### src/rtl/direction_pkg.sv
// Shared types, segment codes and counter-width helper for the direction indicator.
package direction_pkg;

   typedef enum logic [1:0] {DIR_FWD, DIR_REV, DIR_LEFT, DIR_RIGHT} dir_t;
   typedef enum logic [1:0] {ST_BLANK, ST_ACTIVE, ST_STALE} state_t;

   // Active-low {g..a}
   localparam logic [6:0] SEG_F    = 7'b0001110;
   localparam logic [6:0] SEG_B    = 7'b0000011;
   localparam logic [6:0] SEG_L    = 7'b1000111;
   localparam logic [6:0] SEG_R    = 7'b0101111;
   localparam logic [6:0] SEG_DASH = 7'b0111111;
   localparam logic [6:0] SEG_OFF  = 7'h7F;

   function automatic int cnt_w(input int n);
      return (n < 2) ? 1 : $clog2(n);
   endfunction

   function automatic logic [6:0] seg_letter(input dir_t d);
      logic [6:0] s;
      s = SEG_OFF;
      case (d)
         DIR_FWD:   s = SEG_F;
         DIR_REV:   s = SEG_B;
         DIR_LEFT:  s = SEG_L;
         DIR_RIGHT: s = SEG_R;
         default:   s = SEG_OFF;
      endcase
      return s;
   endfunction

endpackage

### src/rtl/direction_indicator_tick_gen.sv
// Free-running prescaler: one-cycle tick each time the count wraps; held at 0 while disabled.
module tick_gen
   import direction_pkg::*;
#(
   parameter int TICK_DIV = 50_000
) (
   input  logic clk,
   input  logic rst_n,
   input  logic en,
   output logic tick
);

   localparam int            W    = cnt_w(TICK_DIV);
   localparam logic [W-1:0]  LAST = W'(TICK_DIV - 1);

   logic [W-1:0] cnt_q, cnt_d;

   always_comb begin
      cnt_d = cnt_q;
      if (!en || cnt_q == LAST) cnt_d = '0;
      else                      cnt_d = cnt_q + W'(1);
   end

   assign tick = en && (cnt_q == LAST);

   always_ff @(posedge clk or negedge rst_n) begin
      if (!rst_n) cnt_q <= '0;
      else        cnt_q <= cnt_d;
   end

endmodule

### src/rtl/direction_indicator.sv
// Latches a strobed direction and drives four 7-seg digits with blink, hazard and stale timeout.
module direction_indicator
   import direction_pkg::*;
#(
   parameter int         TICK_DIV      = 50_000,
   parameter int         BLINK_TICKS   = 250,
   parameter int         TIMEOUT_TICKS = 2000,
   parameter logic [3:0] BLINK_MASK    = 4'b1100
) (
   input  logic       clk,
   input  logic       rst_n,
   input  logic       enable,
   input  logic       dir_valid,
   input  logic [1:0] direc,
   input  logic       hazard,
   output logic [6:0] HEX0,
   output logic [6:0] HEX1,
   output logic [6:0] HEX2,
   output logic [6:0] HEX3
);

   localparam int            BW         = cnt_w(BLINK_TICKS);
   localparam int            TW         = cnt_w(TIMEOUT_TICKS);
   localparam logic [BW-1:0] BLINK_LAST = BW'(BLINK_TICKS - 1);
   localparam logic [TW-1:0] TO_LAST    = TW'((TIMEOUT_TICKS == 0) ? 0 : TIMEOUT_TICKS - 1);

   state_t        state_q, state_d;
   dir_t          dir_q, dir_d;
   logic          phase_q, phase_d;
   logic [BW-1:0] blink_q, blink_d;
   logic [TW-1:0] tmo_q, tmo_d;
   logic          tick;

   tick_gen #(.TICK_DIV(TICK_DIV)) u_tick (
      .clk   (clk),
      .rst_n (rst_n),
      .en    (enable),
      .tick  (tick)
   );

   always_comb begin
      state_d = state_q;
      dir_d   = dir_q;
      phase_d = phase_q;
      blink_d = blink_q;
      tmo_d   = tmo_q;
      if (!enable) begin
         state_d = ST_BLANK;
         phase_d = 1'b1;
         blink_d = '0;
         tmo_d   = '0;
      end else if (dir_valid) begin
         // A coincident tick is dropped: the strobe restarts the timeout anyway.
         state_d = ST_ACTIVE;
         dir_d   = dir_t'(direc);
         tmo_d   = '0;
         if (dir_t'(direc) != dir_q || state_q != ST_ACTIVE) begin
            blink_d = '0;
            phase_d = 1'b1;
         end
      end else if (state_q == ST_ACTIVE && tick) begin
         if (TIMEOUT_TICKS != 0 && tmo_q == TO_LAST) begin
            state_d = ST_STALE;
         end else begin
            if (TIMEOUT_TICKS != 0) tmo_d = tmo_q + TW'(1);
            if (blink_q == BLINK_LAST) begin
               blink_d = '0;
               phase_d = ~phase_q;
            end else begin
               blink_d = blink_q + BW'(1);
            end
         end
      end
   end

   always_ff @(posedge clk or negedge rst_n) begin
      if (!rst_n) begin
         state_q <= ST_BLANK;
         dir_q   <= DIR_FWD;
         phase_q <= 1'b1;
         blink_q <= '0;
         tmo_q   <= '0;
      end else begin
         state_q <= state_d;
         dir_q   <= dir_d;
         phase_q <= phase_d;
         blink_q <= blink_d;
         tmo_q   <= tmo_d;
      end
   end

   // Segment pattern per direction; mapped onto physical digits below.
   logic [3:0][6:0] seg_dir;

   always_comb begin
      seg_dir = {4{SEG_OFF}};
      for (int d = 0; d < 4; d++) begin
         case (state_q)
            ST_ACTIVE: begin
               if (hazard) begin
                  if (phase_q) seg_dir[d] = seg_letter(dir_t'(d[1:0]));
               end else if (dir_q == dir_t'(d[1:0]) && (phase_q || !BLINK_MASK[dir_q])) begin
                  seg_dir[d] = seg_letter(dir_t'(d[1:0]));
               end
            end
            ST_STALE: seg_dir[d] = SEG_DASH;
            default:  seg_dir[d] = SEG_OFF;
         endcase
      end
   end

   assign HEX0 = seg_dir[DIR_RIGHT];
   assign HEX1 = seg_dir[DIR_LEFT];
   assign HEX2 = seg_dir[DIR_FWD];
   assign HEX3 = seg_dir[DIR_REV];

endmodule

### config.mk
export PLATFORM = sky130hd
export DESIGN_NAME = direction_indicator
export DESIGN_NICKNAME = d
export VERILOG_FILES = /design/src/rtl/direction_pkg.sv /design/src/rtl/direction_indicator_tick_gen.sv /design/src/rtl/direction_indicator.sv
export SDC_FILE = /design/constraint.sdc
export NUM_CORES = 1
export LEC_CHECK = 0
export BUFFER_PORTS_ARGS = -buffer_cell sky130_fd_sc_hd__buf_2
export CAP_MARGIN = 20
export CORE_ASPECT_RATIO = 1.2
export CORE_UTILIZATION = 45
export CTS_CLUSTER_SIZE = 30
export DETAILED_ROUTE_END_ITERATION = 7
export PLACE_DENSITY = 0.69
export RECOVER_POWER = 50
export SLEW_MARGIN = 20
export SYNTH_ARGS = -nofsm -noshare
export SYNTH_HDL_FRONTEND = slang
export SYNTH_SLANG_ARGS = --single-unit
### constraint.sdc
create_clock -name clk -period 1.9 [get_ports clk]
set_input_delay 0.38 -clock clk [delete_from_list [all_inputs] [get_ports clk]]
set_output_delay 0.38 -clock clk [all_outputs]
set_load 0.02 [all_outputs]
==> out/results.ini <==
[clock_network]
clk_pin_slew_ns=0.08
cts_num_sinks=40
clock_path_buffers=2
ctsHoldBuffers=0
clockRootBuffer=clkbuf_8
cts_tree=built
h-tree-depth=2
insertion_delay_ns=0.29
cts_made_buffers=5

[critical_path]
startpoint=state_q[0]$_DFFE_PN0P_
required_ns=1.52
path_cells=ha_2 > buf_6 > a21boi_4 > a21o_1 > or2_4 > buf_6
startpoint_type=flip-flop
cp_slowest_stage_delay_ns=0.40
arrival_ns=1.71
rrSetupSlack_ns=-0.14
r2r-start=state_q[1]$_DFFE_PN0P_
end_kind=primary output
slowest_stage=dfrtp_1
critPathMaxFanout=3
crit_path_frequent_cell=buf_6
crit_end=HEX2[4]
rr_worst_depth=8
reg2reg_to=blink_q[3]$_DFFE_PN0P_
path_class=reg2out

[drt]
first_pass_iters=4
drt_iter0_markers=80
vias_per_cell=5.15
vias=1842
totalWireLength_um=4690
routedWlPerCell_um=13.1
drc=0
ant_nets=0

[synth]
synthArstFlopShare_pct=100
synth.avg_cell_area_um2=9.29
yosysSeqAreaShare_pct=42.5
syn_area_um2=2360
ys_seq_elements=40
yosys_most_used_dff=dfrtp_1
synth_area_leader_cell=dfrtp_1
ys_warn_count=0
synth.area.top_cells=dfrtp_1 41%, buf_4 6.4%, xor2_1 5.6%
synth_cells=254
synth_edf_count=0
synthDistinctLibCells=42
synth_top_area_share_pct=41.4

[power]
irDropWorstVdd_mv=0.252
power_density_nw_per_um2=600
p_leak_nw=1.32

[finish]
area_growth_pct=22.9
stdcell_count=358
fillers=427
nets=311
drive_gt1_share_pct=27.2
diodes=0
design_area_um2=2900

[timing]
finalHoldViolCount=0
layout_setup_ws_ns=-0.186
rsz0062_at_grt=true
setup_viol=21
max_freq_ghz=0.479
slew_headroom_pct=40.9
finalClockSkew_ns=0.00785
finalCritPeriodShare_pct=110
drv_slew=0
period_needed_ns=2.09
max_slew.worst_pin.slew_ns=0.887

[global_routing]
antenna_found_initial=0
first_global_vias=1688
grt_util_all_layers_pct=18.1
grt_max_degree=18
grt-ovfl-total=0
grt_pass1_wl_um=7290

[placement]
dp.final_hpwl_um=3260
place_congestion=0.761
place_area_um2=2610
numPlacedInstances=343
io_buffers=21

[run_status]
violations=negative setup slack
status=complete, but fails checks

[floorplan]
io_pins=35
rows=28
start_util_pct=47.4
die_h_um=81.3
coreArea_um2=4970
die_area_um2=5540
die_x_um=68.1

[run]
drv_cap=0

[worst_hold_path]
holdCritPathClass=in2async

flip-flops by register name, summed over array words and instances (netlist names):
register,cells
tmo_q,11
state_q,2
blink_q,8
phase_q,1
u_tick.cnt_q,16
dir_q,2
cell families after synthesis:
| logic type | share of synthesized area, % |
|---|---|
| adders and majority gates | 3.71 |
| DFF | 42.5 |
| muxes | 1.80 |
| buffers and inverters | 9.65 |
| and+or+nand+nor | 23.8 |
| other | 0.159 |
| xor gates and xnor gates | 8.91 |
| AOI/OAI and AO/OA | 9.54 |
per-layer routing:
layer | wire (um) | track usage (%) | up-vias | share of wire (%)
li1 | - | - | 923 | -
met1 | 1960 | 19.6 | 877 | 42
met2 | 2440 | 31.8 | 32 | 52
met3 | 186 | 4.63 | 10 | 4.0
met4 | 96 | 8.96 | 0 | 2.0
met5 | 0 | 0 | - | 0
stage by stage:
stage          util (%)  setup TNS, ns  total power [mW]  hold slack, ns  worst slack, ns
2_1_floorplan         -              0              1.07          0.0844           0.0103
3_3_place_gp       52.5              0              1.12           0.334           0.0293
3_5_place_dp       52.5        -0.0459              1.12           0.342          -0.0277
4_1_cts            56.9          -3.03              1.76          0.0150           -0.233
5_1_grt            58.3          -4.26              1.83           0.255           -0.238
6_report           58.3          -2.21              1.74           0.178           -0.186
Yosys cell counts, drive strengths merged (2+ instances only):
cell and number:
nand4 8, and4 2, clkbuf 6, and3 7
a31oi 5, nor3 6, o41ai 2, mux2i 2
or3 4, mux2 2, xnor2 9, nand3 16
or4 2, a21o 4, nand2 12, buf 22
inv 12, or2 3, xor2 15, and2 5
nand2b 3, o211ai 2, o21ai 7, nor2b 2
o21a 2, nor2 30, a21oi 9, dfrtp 39
ha 7, nand4bb 2
worst min-delay path by stage:
stage	end	cells past startpoint	start	slack [ns]
global route	u_tick.cnt_q[11]$_DFF_PN0_	1	rst_n	0.26
floorplan	blink_q[0]$_DFFE_PN0P_	0	rst_n	0.08
finish	dir_q[1]$_DFFE_PN0P_	1	rst_n	0.18
detailed placement	dir_q[1]$_DFFE_PN0P_	1	rst_n	0.34
global placement	dir_q[1]$_DFFE_PN0P_	1	rst_n	0.33
CTS	u_tick.cnt_q[13]$_DFF_PN0_	1	rst_n	0.02
repair_timing:
| item | in CTS | in global routing |
|---|---|---|
| endpoints found under the setup margin | 16 | 49 |
| resized for setup | 27 | 20 |
| pin swaps | 11 | 11 |
| gates cloned | 0 | 2 |
| hold endpoints to repair | 0 | 0 |
| setup buffers | 4 | 3 |
power breakdown:
| part | switching [mW] | total (mW) | leakage (nW) | internal [mW] |
|---|---|---|---|---|
| sequential | 0.0144 | 0.881 | 0.547 | 0.867 |
| clock | 0.295 | 0.589 | 0.0434 | 0.294 |
| combinational | 0.155 | 0.270 | 0.725 | 0.115 |
worst max-delay path, delay by kind of cell, from the launching register on:
family | cells | cell delay (ns)
buffers and inverters | 2 | 0.24
AOI/OAI and AO/OA | 2 | 0.30
and+or+nand+nor | 1 | 0.27
adders and majority gates | 1 | 0.19
DFF | 1 | 0.40
cell type report:
cell class              count  area [um2]  area share (%)
clock buffers               6        82.6            2.85
clock inverters             2        15.0           0.518
flip-flops and latches     40        1000            34.6
repair buffers             52         417            14.4
well taps                  60        75.1            2.59
multi-input cells         186        1260            43.5
inverters                  12        45.0            1.55
placed cells by master, fill, tap and decap left out, types with 3 or more instances in the layout:
cell type  instances
inv_1             12
nand3_2            4
and2_1             4
buf_6             15
o21ai_0            6
a21o_1             4
nand2_1           11
nor3_1             5
nand4_1            8
and3_1             7
or3_1              4
or2_4              3
ha_1               5
buf_4             26
xor2_1            15
nor2_1            30
nand3_1           12
dfrtp_1           39
conb_1            13
a21oi_1            7
a31oi_1            5
nand2b_1           3
xnor2_1            8
buf_2              9
clkbuf_8           6
Note: power is estimated with default switching activity, not from simulation.
